**src/rtl/uart_pkg.sv**
```systemverilog
// uart_pkg: shared types, legal parameter ranges and parity helper
// for the UART transmit path.
package uart_pkg;

  typedef enum logic [2:0] {
    IDLE,
    ARM,
    START,
    DATA,
    PARITY,
    STOP
  } tx_state_e;

  localparam int DATA_BITS_MIN = 5;
  localparam int DATA_BITS_MAX = 9;
  localparam int STOP_BITS_MIN = 1;
  localparam int STOP_BITS_MAX = 2;

  // data is zero-extended by callers; zeros do not affect the XOR
  function automatic logic parity_calc(
    input logic [DATA_BITS_MAX-1:0] data,
    input logic                     odd
  );
    return (^data) ^ odd;
  endfunction

endpackage

```
**src/rtl/uart_tx.sv**
```systemverilog
// uart_tx: baud_tick-timed UART serialiser (start, data LSB-first, parity, stop).
// Parity bit present only when UART_TX_PARITY_EN is defined.
module uart_tx
  import uart_pkg::*;
#(
  parameter int DATA_BITS  = 8,
  parameter int STOP_BITS  = 1,
  parameter int PARITY_ODD = 0
) (
  input  logic                 clk,
  input  logic                 rst,
  input  logic                 baud_tick,
  input  logic [DATA_BITS-1:0] tx_data,
  input  logic                 tx_valid,
  output logic                 tx_ready,
  output logic                 tx,
  output logic                 tx_busy,
  output logic                 tx_done
);

  localparam int CW = $clog2(DATA_BITS);

  if (DATA_BITS < DATA_BITS_MIN || DATA_BITS > DATA_BITS_MAX ||
      STOP_BITS < STOP_BITS_MIN || STOP_BITS > STOP_BITS_MAX ||
      PARITY_ODD < 0 || PARITY_ODD > 1) begin : g_bad_cfg
    $error("uart_tx: illegal parameter set");
  end

  tx_state_e            state;
  tx_state_e            state_nxt;
  logic [DATA_BITS-1:0] shreg;
  logic [CW-1:0]        bit_cnt;
  logic                 stop_cnt;
  logic                 tx_nxt;
  logic                 done_nxt;
  logic                 accept;
  logic                 last_data;
  logic                 last_stop;
  logic                 shift;
`ifdef UART_TX_PARITY_EN
  logic                 par_q;
`endif

  assign tx_ready  = (state == IDLE);
  assign tx_busy   = (state != IDLE);
  assign accept    = tx_valid && tx_ready;
  assign last_data = (bit_cnt == CW'(DATA_BITS - 1));
  assign last_stop = (stop_cnt == 1'(STOP_BITS - 1));
  assign shift     = baud_tick && (state == DATA) && !last_data;

  always_ff @(posedge clk) begin
    if (rst) begin
      state    <= IDLE;
      tx       <= 1'b1;
      tx_done  <= 1'b0;
      shreg    <= '0;
      bit_cnt  <= '0;
      stop_cnt <= 1'b0;
`ifdef UART_TX_PARITY_EN
      par_q    <= 1'b0;
`endif
    end else begin
      state   <= state_nxt;
      tx      <= tx_nxt;
      tx_done <= done_nxt;
      if (accept) begin
        shreg <= tx_data;
`ifdef UART_TX_PARITY_EN
        par_q <= parity_calc(DATA_BITS_MAX'(tx_data), 1'(PARITY_ODD));
`endif
      end else if (shift) begin
        shreg <= shreg >> 1;
      end
      if (baud_tick && state == START)
        bit_cnt <= '0;
      else if (shift)
        bit_cnt <= bit_cnt + 1'b1;
      // stop_cnt only advances between stop bits of a 2-stop frame
      if (state != STOP)
        stop_cnt <= 1'b0;
      else if (baud_tick && !last_stop)
        stop_cnt <= 1'b1;
    end
  end

  always_comb begin
    state_nxt = state;
    unique case (state)
      IDLE:   if (accept)    state_nxt = ARM;
      ARM:    if (baud_tick) state_nxt = START;
      START:  if (baud_tick) state_nxt = DATA;
      DATA:
        if (baud_tick && last_data) begin
`ifdef UART_TX_PARITY_EN
          state_nxt = PARITY;
`else
          state_nxt = STOP;
`endif
        end
      PARITY: if (baud_tick) state_nxt = STOP;
      STOP:   if (baud_tick && last_stop) state_nxt = IDLE;
      default: state_nxt = IDLE;
    endcase
  end

  // tx_nxt is the bit belonging to the state being entered
  always_comb begin
    tx_nxt   = tx;
    done_nxt = 1'b0;
    if (baud_tick) begin
      unique case (state)
        ARM:   tx_nxt = 1'b0;
        START: tx_nxt = shreg[0];
        DATA: begin
`ifdef UART_TX_PARITY_EN
          tx_nxt = last_data ? par_q : shreg[1];
`else
          tx_nxt = last_data ? 1'b1 : shreg[1];
`endif
        end
        PARITY: tx_nxt = 1'b1;
        STOP: begin
          tx_nxt   = 1'b1;
          done_nxt = last_stop;
        end
        default: tx_nxt = 1'b1;
      endcase
    end
  end

endmodule

```
**config.mk**
```make
export PLATFORM = sky130hd
export DESIGN_NAME = uart_tx
export DESIGN_NICKNAME = d
export VERILOG_FILES = /design/src/rtl/uart_pkg.sv /design/src/rtl/uart_tx.sv
export SDC_FILE = /design/constraint.sdc
export NUM_CORES = 1
export LEC_CHECK = 0
export BUFFER_PORTS_ARGS = -buffer_cell sky130_fd_sc_hd__buf_2
export CORE_MARGIN = 8
export CORE_UTILIZATION = 61
export CTS_BUF_LIST = sky130_fd_sc_hd__clkbuf_4 sky130_fd_sc_hd__clkbuf_8
export DETAILED_ROUTE_END_ITERATION = 12
export HOLD_SLACK_MARGIN = 0.06
export PLACE_DENSITY = 0.94
export SETUP_SLACK_MARGIN = 0.4
export SLEW_MARGIN = 15
export SYNTH_ARGS = -nofsm -noshare
export SYNTH_HDL_FRONTEND = slang
export SYNTH_SLANG_ARGS = --single-unit
```
**constraint.sdc**
```tcl
create_clock -name clk -period 4.2 [get_ports clk]
set_input_delay 0.63 -clock clk [delete_from_list [all_inputs] [get_ports clk]]
set_output_delay 0.63 -clock clk [all_outputs]
set_load 0.05 [all_outputs]
```
==> run_results.csv <==
group,metric,value,unit
global_routing,grt_antenna_before_repair,0,
logic_synthesis,synth_mux_area_share,0,%
critical_path,worst_path_largest_cell_delay,0.42,ns
critical_path,critical_path.slowest_cell,"sky130_fd_sc_hd__dfxtp_1",
logic_synthesis,synth_seq_area_share,37.16,%
sta,timing_worst_slew_pin_value,0.4809,ns
clock_network,root_buffer,"sky130_fd_sc_hd__clkbuf_4",
sta,setup-tns-final,0,ns
global_routing,grt_pass1_wl,3201,µm
floorplanning,placeable_core_region,1454,µm²
logic_synthesis,post_synth_fa_ha_maj_area_fraction,2.732,%
detailed_routing,routed_via_density,6.273,
critical_path,crit_path_cell_trace,"nor3_1, buf_2",
detailed_routing,firstDrtPassIters,4,
sta,setup_repair_after_global_routing_missed_its_margin,"no",
logic_synthesis,yosysWarnings,0,
logic_synthesis,synth_top_family_by_area,"compound AO/OA/AOI/OAI gates",
power,pwr_density_cell,347.9,nW/µm²
clock_network,cts_hold_repair.buffers,0,
sta,finalCritPeriodShare,49.67,%
layout,area_delta_synth_final,6.011,%
logic_synthesis,synth-simple-area-share,21.86,%
logic_synthesis,post_synth.cell_area_avg,8.892,µm²
logic_synthesis,post_synth_inst_count,103,
critical_path,worstPathArrival,1.46,ns
clock_network,cts-htree-levels,1,
sta,achievable-frequency,479.4,MHz
sta,slew_viol_final,0,
run_status,run_status,"finished, final reports clean",
placed_design,io_buffers,15,
layout,fin_nets,127,
floorplanning,dieHeight,54.75,µm
floorplanning,die_w,54.75,µm
power,p_leak,0.3858,nW
power,finalPower,337.8,µW
floorplanning,floorplan.io_pins,16,
logic_synthesis,synth_area,915.9,µm²
critical_path,timing_worst_setup_path_type,"flop to output pin",
global_routing,grt_pass1_vias,755,
detailed_routing,num_vias,803,
global_routing,total_global_routing_track_utilization,14.24,%
clock_network,cts-root-to-sink-buffers,2,
clock_network,post_cts_resize_count,0,
worst_hold_path,hold_class,"flop to flop",
logic_synthesis,synth-compound-area-share,28.55,%
floorplanning,initial_core_util,62.99,%
global_routing,globalRoute.totalOverflow,0,
layout,final_layout_size_suffix_gt1_share,25.89,%
clock_network,cts_tree,"yes",
power,max_ir_drop_vdd,172.1,µV
layout,layout.core_utilization,66.78,%
placed_design,place_area,940.9,µm²
logic_synthesis,ys_ff_latch,17,
critical_path,cp_num_buf_inv,1,
floorplanning,die_area,2998,µm²
job,max_cap_viol_count,0,
layout,design_area,970.9,µm²
sta,timing.max_slew.rel_slack,67.11,%
clock_network,number_of_buffers_created_by_cts,3,
floorplanning,number_of_rows_created_at_floorplan,14,
clock_network,cts_num_sinks,17,
placed_design,globalplace.congestion,0.8158,
detailed_routing,detailedRoute.firstIterationViolations,15,
logic_synthesis,synth-xor-area-share,0,%
critical_path,timing.critical_path.to_type,"output pin",
layout,fillerInstances,115,
global_routing,grt_start_max_net_pins,16,
critical_path,crit_path_max_fanout,11,
clock_network,worst_setup_hold_path_clk_slew,0.10,ns
sta,min_period,2.086,ns
clock_network,cts_setup_buffers,0,
placed_design,dp_hpwl,1412,µm
logic_synthesis,synthesis.nets,117,
sta,finalHoldWorstSlack,0.4911,ns
logic_synthesis,yosys.cell_types.count,33,
detailed_routing,detail-route-antenna-nets,0,
clock_network,later_pin_clock_latency_in_the_skew_report,0.29,ns
detailed_routing,wl_per_cell,15.21,µm
detailed_routing,postRouteWirelength,1947,µm
layout,antenna-diode-count,0,
critical_path,critPathRequiredTime,3.57,ns
critical_path,timing.critical_path.max_delay_family,"flip-flops",
detailed_routing,drc,0,
critical_path,startpoint_class_of_the_critical_path,"flop",
sta,clock_skew,0.007010,ns
sta,hold_viol,0,
sta,setup_viol_count_final,0,
power breakdown:
group / switching, mW / internal (mW)
clock network: 0.0524 / 0.0434
logic: 0.0384 / 0.0236
registers: 0.00871 / 0.171
metal layers:
layer  global-route usage (%)  share of wire [%]  wire, µm
met3                    2.446                5.9       115
met2                    23.58                 49       945
met1                    16.93                 43       846
met4                    7.787                2.0        39
met5                        0                  0         0
tightest hold or removal path: cells and delay by family, from the launching register on:
kind | cells | cell delay [ns]
and+or+nand+nor | 2 | 0.11
DFF | 1 | 0.35
cell type report:
type | instances | area [µm²] | share of cell area, %
clock buffer | 4 | 30.03 | 3.093
inverter | 5 | 18.77 | 1.933
multi-input combinational | 71 | 486.7 | 50.13
sequential | 17 | 340.3 | 35.05
tap | 16 | 20.02 | 2.062
timing repair buffer | 15 | 75.07 | 7.732
cell usage in the layout, fill, tap and decap left out, drive strengths merged:
cell / instances
and4b: 1
a21o: 1
dfxtp: 17
inv: 4
or4b: 1
or3: 1
nand4: 1
nand2: 2
o21ai: 10
or2: 1
nor2: 10
nand3: 10
nor3: 3
a311oi: 7
and2b: 1
a21oi: 5
o211ai: 1
nor4: 1
o21bai: 2
clkinv: 1
nand2b: 3
a2111oi: 2
buf: 15
a221oi: 1
nand4b: 1
ha: 2
clkbuf: 4
o22ai: 1
o211a: 1
nor2b: 1
a31o: 1
Yosys cell counts:
master	count	area share (%)
sky130_fd_sc_hd__or2_2	1	0.68
sky130_fd_sc_hd__buf_6	2	2.5
sky130_fd_sc_hd__o21bai_1	2	1.6
sky130_fd_sc_hd__a21oi_1	5	2.7
sky130_fd_sc_hd__nand4_1	1	0.68
sky130_fd_sc_hd__nand2b_1	3	2.0
sky130_fd_sc_hd__buf_12	1	2.2
sky130_fd_sc_hd__nand4b_1	1	0.96
sky130_fd_sc_hd__nor4_1	1	0.68
sky130_fd_sc_hd__nand2_1	2	0.82
sky130_fd_sc_hd__or4b_4	1	1.5
sky130_fd_sc_hd__a21o_1	1	0.82
sky130_fd_sc_hd__or3_1	1	0.68
sky130_fd_sc_hd__nor3_1	3	1.6
sky130_fd_sc_hd__o211ai_1	1	0.82
sky130_fd_sc_hd__a221oi_1	1	0.96
sky130_fd_sc_hd__buf_2	1	0.55
sky130_fd_sc_hd__o22ai_1	1	0.68
sky130_fd_sc_hd__and2b_1	1	0.82
sky130_fd_sc_hd__nand3_1	10	5.5
sky130_fd_sc_hd__nor2b_1	1	0.68
sky130_fd_sc_hd__a2111oi_0	2	1.9
sky130_fd_sc_hd__a31o_2	1	0.96
sky130_fd_sc_hd__and4b_1	1	1.1
sky130_fd_sc_hd__ha_1	2	2.7
sky130_fd_sc_hd__dfxtp_1	17	37
sky130_fd_sc_hd__clkbuf_1	6	2.5
sky130_fd_sc_hd__inv_1	4	1.6
sky130_fd_sc_hd__clkinv_1	1	0.41
sky130_fd_sc_hd__nor2_1	10	4.1
sky130_fd_sc_hd__a311oi_2	7	11
sky130_fd_sc_hd__o211a_1	1	1.1
sky130_fd_sc_hd__o21ai_0	10	5.5
state kept, by name (all words and copies together), names as in the netlist:
register,count
shreg,8
bit_cnt,3
state,3
stop_cnt,1
tx,1
tx_done,1
final timing paths:
| check | start | endpoint | slack [ns] | depth (start not counted) |
|---|---|---|---|---|
| worst max-delay path | state[0] | tx_ready | 2.11 | 2 |
| worst min-delay path | stop_cnt | stop_cnt | 0.49 | 2 |
| worst max register to register | bit_cnt[0] | tx | 2.32 | 5 |
| worst min register to register | stop_cnt | stop_cnt | 0.49 | 2 |
through the flow:
stage	cells	worst slack (ns)
2_1_floorplan	103	1.351
3_3_place_gp	124	2.485
3_5_place_dp	124	2.354
4_1_cts	128	2.143
5_1_grt	128	2.035
6_report	128	2.114
cell families (layout without fill, tap and decap cells):
kind of cell / after synthesis / after routing
compound gates: 32 / 32
fa+ha+maj: 2 / 2
buf+inv: 15 / 24
flops: 17 / 17
simple gates: 37 / 37
(Power assumes the default switching activity.)
